## config.mk

```make
export PLATFORM = sky130hd
export DESIGN_NAME = resource_dispenser
export DESIGN_NICKNAME = d
export VERILOG_FILES = /design/src/rtl/resource_pkg.sv /design/src/rtl/resource_subtractor.sv /design/src/rtl/resource_dispenser.sv
export SDC_FILE = /design/constraint.sdc
export NUM_CORES = 1
export LEC_CHECK = 0
export CORE_MARGIN = 2
export CORE_UTILIZATION = 49
export DETAILED_ROUTE_END_ITERATION = 16
export PLACE_DENSITY = 0.81
export SLEW_MARGIN = 20
export SYNTH_ARGS = -nofsm -noshare
export SYNTH_HDL_FRONTEND = slang
export SYNTH_SLANG_ARGS = --single-unit
```

## constraint.sdc

```tcl
create_clock -name clk -period 2.1 [get_ports clk]
set_input_delay 0.315 -clock clk [delete_from_list [all_inputs] [get_ports clk]]
set_output_delay 0.315 -clock clk [all_outputs]
set_load 0.02 [all_outputs]
```

## src/rtl/resource_pkg.sv

```systemverilog
// rtl/resource_pkg.sv - kind encoding, FSM state type and pool limits for resource_dispenser
package resource_pkg;

    localparam logic [1:0] KIND_ENERGY   = 2'd0;
    localparam logic [1:0] KIND_TRACER   = 2'd1;
    localparam logic [1:0] KIND_FLUID    = 2'd2;
    localparam logic [1:0] KIND_RESERVED = 2'd3;

    typedef logic [1:0] state_t;
    localparam state_t ST_IDLE   = 2'd0;
    localparam state_t ST_CHECK  = 2'd1;
    localparam state_t ST_UPDATE = 2'd2;
    localparam state_t ST_RESP   = 2'd3;

    localparam int ENERGY_W = 8;
    localparam int TRACER_W = 6;
    localparam int FLUID_W  = 4;

    localparam logic [ENERGY_W-1:0] ENERGY_MAX = 8'd255;
    localparam logic [TRACER_W-1:0] TRACER_MAX = 6'd63;
    localparam logic [FLUID_W-1:0]  FLUID_MAX  = 4'd15;

endpackage

```

## src/rtl/resource_subtractor.sv

```systemverilog
// rtl/resource_subtractor.sv - per-pool sufficiency test and difference for a W-bit pool level
module resource_subtractor #(
    parameter int W = 8
) (
    input  logic [W-1:0] level,
    input  logic [7:0]   amount,
    output logic         ok,
    output logic [W-1:0] result
);

    logic [7:0] level_ext;

    // A level never exceeds its pool maximum, so amount <= level also rejects
    // any amount larger than the pool can ever hold.
    assign level_ext = 8'(level);
    assign ok        = (amount <= level_ext);
    assign result    = level - amount[W-1:0];

endmodule

```

## src/rtl/resource_dispenser.sv

```systemverilog
// rtl/resource_dispenser.sv - three-pool withdrawal FSM; trickle recharge under RESOURCE_DISPENSER_RECHARGE_EN
module resource_dispenser
    import resource_pkg::*;
#(
    parameter int RECHARGE_PERIOD = 16
) (
    input  logic                clk,
    input  logic                reset,
    input  logic                req_valid,
    output logic                req_ready,
    input  logic [1:0]          req_kind,
    input  logic [7:0]          req_amount,
    input  logic                refill,
    output logic                rsp_valid,
    input  logic                rsp_ready,
    output logic                rsp_grant,
    output logic [1:0]          rsp_kind,
    output logic [7:0]          rsp_remaining,
    output logic [ENERGY_W-1:0] energy_lvl,
    output logic [TRACER_W-1:0] tracer_lvl,
    output logic [FLUID_W-1:0]  fluid_lvl
);

    state_t        state;
    logic [1:0]    kind_q;
    logic [7:0]    amount_q;
    logic          grant_q;
    logic          e_ok, t_ok, f_ok;
    logic [ENERGY_W-1:0] e_res;
    logic [TRACER_W-1:0] t_res;
    logic [FLUID_W-1:0]  f_res;
    logic          sel_ok;
    logic [7:0]    sel_res;
    logic [7:0]    sel_lvl;
    logic          idle_free;
    logic          apply_tick;

    resource_subtractor #(.W(ENERGY_W)) u_energy (.level(energy_lvl), .amount(amount_q), .ok(e_ok), .result(e_res));
    resource_subtractor #(.W(TRACER_W)) u_tracer (.level(tracer_lvl), .amount(amount_q), .ok(t_ok), .result(t_res));
    resource_subtractor #(.W(FLUID_W))  u_fluid  (.level(fluid_lvl),  .amount(amount_q), .ok(f_ok), .result(f_res));

    always_comb begin
        sel_ok  = 1'b0;
        sel_res = 8'd0;
        sel_lvl = 8'd0;
        case (kind_q)
            KIND_ENERGY: begin sel_ok = e_ok; sel_res = 8'(e_res); sel_lvl = 8'(energy_lvl); end
            KIND_TRACER: begin sel_ok = t_ok; sel_res = 8'(t_res); sel_lvl = 8'(tracer_lvl); end
            KIND_FLUID:  begin sel_ok = f_ok; sel_res = 8'(f_res); sel_lvl = 8'(fluid_lvl);  end
            default:     begin sel_ok = 1'b0; sel_res = 8'd0;      sel_lvl = 8'd0;            end
        endcase
    end

    // Gated by reset so the port reads 0 for the whole time reset is held.
    assign req_ready = reset && (state == ST_IDLE) && !refill;
    assign rsp_valid = (state == ST_RESP);
    assign idle_free = (state == ST_IDLE) && !refill;

`ifdef RESOURCE_DISPENSER_RECHARGE_EN
    logic [7:0] rc_cnt;
    logic       rc_tick;
    logic       rc_pending;

    assign rc_tick    = (rc_cnt == 8'(RECHARGE_PERIOD - 1));
    assign apply_tick = idle_free && (rc_tick || rc_pending);

    // Ticks landing outside a free IDLE cycle collapse into one pending flag.
    always_ff @(posedge clk or negedge reset) begin
        if (!reset) begin
            rc_cnt     <= 8'd0;
            rc_pending <= 1'b0;
        end else begin
            rc_cnt <= rc_tick ? 8'd0 : rc_cnt + 8'd1;
            if ((state == ST_IDLE) && refill)
                rc_pending <= 1'b0;
            else if (idle_free)
                rc_pending <= 1'b0;
            else if (rc_tick)
                rc_pending <= 1'b1;
        end
    end
`else
    assign apply_tick = 1'b0;
`endif

    always_ff @(posedge clk or negedge reset) begin
        if (!reset) begin
            state         <= ST_IDLE;
            kind_q        <= 2'd0;
            amount_q      <= 8'd0;
            grant_q       <= 1'b0;
            rsp_grant     <= 1'b0;
            rsp_kind      <= 2'd0;
            rsp_remaining <= 8'd0;
            energy_lvl    <= ENERGY_MAX;
            tracer_lvl    <= TRACER_MAX;
            fluid_lvl     <= FLUID_MAX;
        end else begin
            case (state)
                ST_IDLE: begin
                    if (refill) begin
                        energy_lvl <= ENERGY_MAX;
                        tracer_lvl <= TRACER_MAX;
                        fluid_lvl  <= FLUID_MAX;
                    end else begin
                        if (apply_tick) begin
                            energy_lvl <= (energy_lvl == ENERGY_MAX) ? energy_lvl : energy_lvl + 1'b1;
                            tracer_lvl <= (tracer_lvl == TRACER_MAX) ? tracer_lvl : tracer_lvl + 1'b1;
                            fluid_lvl  <= (fluid_lvl  == FLUID_MAX)  ? fluid_lvl  : fluid_lvl  + 1'b1;
                        end
                        if (req_valid) begin
                            kind_q   <= req_kind;
                            amount_q <= req_amount;
                            state    <= ST_CHECK;
                        end
                    end
                end
                ST_CHECK: begin
                    grant_q <= (kind_q != KIND_RESERVED) && sel_ok;
                    state   <= ST_UPDATE;
                end
                ST_UPDATE: begin
                    if (grant_q) begin
                        case (kind_q)
                            KIND_ENERGY: energy_lvl <= e_res;
                            KIND_TRACER: tracer_lvl <= t_res;
                            KIND_FLUID:  fluid_lvl  <= f_res;
                            default:     ;
                        endcase
                    end
                    rsp_grant     <= grant_q;
                    rsp_kind      <= kind_q;
                    rsp_remaining <= grant_q ? sel_res : sel_lvl;
                    state         <= ST_RESP;
                end
                default: begin
                    if (rsp_ready)
                        state <= ST_IDLE;
                end
            endcase
        end
    end

endmodule

```

==> results.tsv, run 1 <==
metric	value	unit
grt_pass1_vias	2701	
cap_violations	0	
fin_ws	-0.156	ns
arrival	2.45	ns
drive_gt1_frac	0.272	
path_clk_slew	0.09	ns
async_reset_ff_frac	1.00	
max_slew_margin	0.636	
path_cells	buf_4, ha_4, fa_2, inv_1, a21o_1, a21oi_2, xnor2_2, mux4_2, a22o_1	
timing.final.crit_share	1.07	
netlist_instances	326	
crit_path_start_kind	flip-flop	
wl_per_cell	18.5	um
synth.top_cell.area_share	0.199	
start_util	0.507	
path_class	reg2reg	
die_x	82.5	um
skew	0.00873	ns
grt_use_total	0.275	
fin_cells	479	
cp_slowest_cell	mux4_2	
yosysTopAreaCell	dfrtp_1	
firstDrtPassIters	5	
tightest_slew	0.546	ns
numCtsBuffers	5	
rsz0062_at_grt	yes	
antenna_found_initial	0	
gp_congestion	0.858	
synth_area_leaders	dfrtp_1, dfstp_2, ha_1	
cts_tree	yes	
nets	451	
setup_tns	-0.320	ns
avgSynthCellArea	9.27	sq um
violations	setup timing	
layout_commonest_cell	clkdlybuf4s50_1	
num_rows	28	
drc	0	
pin_count	46	
cts-root-buf	clkbuf_8	
r2r_end	rsp_remaining[4]$_DFFE_PN0P_	
syn-cell-area	3020	sq um
overflow	0	
ys_ff_latch	42	
grt_max_degree	43	
detailroute.via_count	2823	
n_antenna_cell	0	
clkLatencyLatePin	0.30	ns
hpwl	6150	um
r2r_slack	-0.16	ns
htreeDepth	2	
r2r_cells	9	
synth-seq-area-share	0.355	
ys_warn_count	0	
r2r_start	amount_q[0]$_DFFE_PN0P_	
cts_hold_buffers	0	
cp_max_fo	3	
clockBufferDepth	2	
hold_viol	0	
synth_edf_count	0	
drv_slew	0	
ant_nets	0	
final_cell_mix	clkdlybuf4s50_1, buf_4, nor2_1	
max_freq	0.443	GHz
nFillCells	475	
hold_path.class	in2async	
drt_iter0_drc	250	
synth_cell_types	54	
end_kind	flip-flop	
synthToLayoutAreaGrowth	33.9	%
finalCoreUtilization	0.679	
die_h	82.5	um
seq_area	1070	sq um
io_buffer_count	45	
vias_per_cell	5.89	
outcome	finished, violations left	
clock_sinks	42	
synth_flop_cell	dfrtp_1	
worstPathRequired	2.29	ns
wl	8880	um
multi_input_area	1870	sq um
critPathBufInv	2	
setup_viol	3	
core	5960	sq um
post-place-cells	466	
slowest_delay	0.46	ns
grt_pass1_wl	14000	um
period_minus_slack	2.26	ns
dieArea	6810	sq um
path_delay_family	adder cells	
synth_nets	374	
[through the flow]
step,worst slack [ns],hold slack (ns),area (sq um)
3_5_place_dp,-0.137,0.488,3750
4_1_cts,-0.114,0.188,3940
2_1_floorplan,-0.188,0.0194,3030
6_report,-0.156,0.173,4040
3_3_place_gp,-0.0870,0.486,3750
5_1_grt,-0.219,0.202,4040
[logic make-up after synthesis]
family                     after synthesis  share of synthesized area
AOI/OAI and AO/OA                      100                      0.216
xor gates and xnor gates                10                     0.0290
adders and majority gates               33                      0.144
buffers and inverters                   47                     0.0659
DFF                                     42                      0.355
muxes                                   19                     0.0725
and+or+nand+nor                         75                      0.117
[registers in the layout, summed over array words and instances, names as in the netlist]
| register | flops |
|---|---|
| amount_q | 8 |
| energy_lvl | 8 |
| fluid_lvl | 4 |
| grant_q | 1 |
| kind_q | 2 |
| rsp_grant | 1 |
| rsp_kind | 2 |
| rsp_remaining | 8 |
| state | 2 |
| tracer_lvl | 6 |
[synth_stat cells (6+ instances only)]
library cell   n
a21oi_1       27
clkbuf_1       9
dfrtp_1       24
dfstp_2       18
ha_1          30
inv_1         31
mux2_2        13
nand2_1       17
nor2_1        29
nor2b_1        8
o21ai_0       20
o22ai_1       16
xnor2_1        6
[final cells by class]
class,count,area share
sequential,42,0.265
clock buffer,5,0.0170
timing repair buffer,86,0.185
inverter,31,0.0294
clock inverter,3,0.0170
multi-input combinational,237,0.463
tap,75,0.0232
[worst max-delay path by stage]
stage                                         to  slack, ns  cells after the start                      start
floorplan           rsp_remaining[4]$_DFFE_PN0P_      -0.19                      9  tracer_lvl[0]$_DFFE_PN1P_
global placement    rsp_remaining[4]$_DFFE_PN0P_      -0.09                      9  tracer_lvl[0]$_DFFE_PN1P_
detailed placement  rsp_remaining[4]$_DFFE_PN0P_      -0.14                      9  tracer_lvl[0]$_DFFE_PN1P_
CTS                 rsp_remaining[4]$_DFFE_PN0P_      -0.11                      9  tracer_lvl[0]$_DFFE_PN1P_
global route        rsp_remaining[4]$_DFFE_PN0P_      -0.22                      9  tracer_lvl[0]$_DFFE_PN1P_
finish              rsp_remaining[4]$_DFFE_PN0P_      -0.16                      9    amount_q[0]$_DFFE_PN0P_
[routing by layer]
layer / up-vias / track usage / wire length [um]
met5: - / 0 / 0
met4: 0 / 0.102 / 241
met3: 23 / 0.0337 / 514
met2: 136 / 0.448 / 4390
met1: 1352 / 0.376 / 3740
li1: 1312 / - / -
[worst reg2reg max path, stage by stage, from the launching register on]
cell,delay [ns]
dfrtp_1,0.43
buf_4,0.17
ha_4,0.16
fa_2,0.33
inv_1,0.06
a21o_1,0.13
a21oi_2,0.07
xnor2_2,0.14
mux4_2,0.46
a22o_1,0.20
[repair_timing]
item,4_1_cts,5_1_grt
hold endpoints to repair,0,0
resized for setup,11,21
endpoints found under the setup margin,11,19
pin swaps,8,14
setup buffers,2,3
gates cloned,0,0
Power of run 1 is not shown: default switching activity piles up to over one toggle a cycle in this logic, so the estimate is an artifact.
==> run 2, diff against run 1 <==
--- a/config.mk
+++ b/config.mk
@@ -5,7 +5,6 @@
 export SDC_FILE = /design/constraint.sdc
 export NUM_CORES = 1
 export LEC_CHECK = 0
-export CORE_MARGIN = 2
 export CORE_UTILIZATION = 49
 export DETAILED_ROUTE_END_ITERATION = 16
 export PLACE_DENSITY = 0.81
==> run 2 against run 1 <==
The flow still finishes with violations (setup timing). Maximum frequency grew 3.0%. Global-route usage barely moved. Cell count grew 0.42%. Sequential cell count stayed put. Critical endpoint unchanged. Via count decreased by 0.67%.
==> results.tsv, run 2 (synthesis gave the netlist of run 1 again) <==
metric	value	unit	change
detailroute.via_count	2804		was 2823
hpwl	6070	um	was 6150 um
layout_commonest_cell	clkdlybuf4s50_1		unchanged
nFillCells	474		was 475
synthToLayoutAreaGrowth	33.6	%	was 33.9%
overflow	0		unchanged
hold_viol	0		unchanged
end_kind	flip-flop		unchanged
setup_viol	3		unchanged
max_freq	0.457	GHz	was 0.443 GHz
wl_met2	4030	um	was 4390 um
period_minus_slack	2.19	ns	was 2.26 ns
grt_use_total	0.275		about the same
antenna_found_initial	0		unchanged
cts_tree	yes		unchanged
max_slew_margin	0.638		was 0.636
start_util	0.510		was 0.507
outcome	finished, violations left		unchanged
numCtsBuffers	5		unchanged
n_antenna_cell	0		unchanged
drc	0		unchanged
cts-root-buf	clkbuf_8		unchanged
top_layer_used	met4		unchanged
grt_max_degree	43		unchanged
crit_path_start_kind	flip-flop		unchanged
wl_per_cell	17.2	um	was 18.5 um
firstDrtPassIters	4		was 5
multi_input_area	1860	sq um	was 1870 sq um
core	5920	sq um	was 5960 sq um
htreeDepth	2		unchanged
drive_gt1_frac	0.268		was 0.272
cp_max_fo	4		was 3
ant_nets	0		unchanged
gp_congestion	0.900		was 0.858
arrival	2.39	ns	was 2.45 ns
die_x	80.5	um	was 82.5 um
timing.final.crit_share	1.04		was 1.07
cap_violations	0		unchanged
cts_hold_buffers	0		unchanged
clockBufferDepth	2		unchanged
io_buffer_count	45		unchanged
path_clk_slew	0.09	ns	about the same
wl	8270	um	was 8880 um
rsz0062_at_grt	yes		unchanged
vias_per_cell	5.83		was 5.89
setup_tns	-0.172	ns	was -0.320 ns
reg_top3	amount_q (8), energy_lvl (8), rsp_remaining (8)		unchanged
num_rows	28		unchanged
fin_ws	-0.0903	ns	was -0.156 ns
worstPathRequired	2.30	ns	was 2.29 ns
drt_iter0_drc	189		was 250
die_h	80.5	um	was 82.5 um
seq_area	1070	sq um	about the same
hold_path.class	in2async		unchanged
met3WireLength	366	um	was 514 um
clock_sinks	42		unchanged
violations	setup timing		unchanged
drv_slew	0		unchanged
pin_count	46		unchanged
clkLatencyLatePin	0.30	ns	about the same
grt_pass1_vias	2651		was 2701
skew	0.00987	ns	was 0.00873 ns
tightest_slew	0.543	ns	was 0.546 ns
grt_pass1_wl	13300	um	was 14000 um
nets	453		was 451
drt-met1-wl	3770	um	was 3740 um
final_cell_mix	clkdlybuf4s50_1, buf_4, nor2_1		unchanged
dieArea	6480	sq um	was 6810 sq um
path_class	reg2reg		unchanged
[run 2: path summary, 6_finish.rpt]
path / from / end / slack [ns] / cells past startpoint
setup / recovery: amount_q[0]$_DFFE_PN0P_ / rsp_remaining[4]$_DFFE_PN0P_ / -0.09 / 9
hold / removal: reset / amount_q[1]$_DFFE_PN0P_ / 0.17 / 2
setup reg to reg: amount_q[0]$_DFFE_PN0P_ / rsp_remaining[4]$_DFFE_PN0P_ / -0.09 / 9
hold reg to reg: rsp_remaining[6]$_DFFE_PN0P_ / rsp_remaining[6]$_DFFE_PN0P_ / 0.51 / 1
max in group asynchronous: reset / amount_q[3]$_DFFE_PN0P_ / 1.53 / 2
min in group clk: rsp_remaining[6]$_DFFE_PN0P_ / rsp_remaining[6]$_DFFE_PN0P_ / 0.51 / 1
[run 2: metrics by stage]
stage	hold WS [ns]	instance area, sq um	util	instances	setup slack (ns)
finish	0.171	4040	0.682	481	-0.0903
detailed placement	0.481	3760	0.636	466	-0.117
global route	0.198	4040	0.682	481	-0.174
CTS	0.194	3890	0.658	475	-0.0935
floorplan	0.0194	3030	-	326	-0.188
global placement	0.485	3760	0.636	466	-0.0943
[run 2: timing repair]
item	in CTS	in global routing
gates resized for setup	7	23
setup buffers	1	6
pin swaps	2	12
endpoints found under the setup margin	8	12
[run 2: cell type report]
| cell class | count | share of cell area |
|---|---|---|
| multi-input combinational | 237 | 0.460 |
| sequential | 42 | 0.266 |
| timing repair buffer | 88 | 0.194 |
| inverter | 31 | 0.0288 |
| tap | 75 | 0.0232 |
| clock buffer | 6 | 0.0180 |
| clock inverter | 2 | 0.00930 |
[run 2: metal layers]
metal	up-vias	track usage
li1	1327	-
met2	89	0.440
met5	-	0
met4	0	0.0929
met3	11	0.0455
met1	1377	0.374
[run 2: critical path, stage by stage (launching register included)]
cell     delay, ns
dfrtp_1       0.43
buf_6         0.15
ha_4          0.16
fa_2          0.35
inv_2         0.05
a21o_1        0.12
a21oi_2       0.05
xnor2_1       0.14
mux4_2        0.46
a22o_1        0.18
Power of run 2 is left out for the same reason.
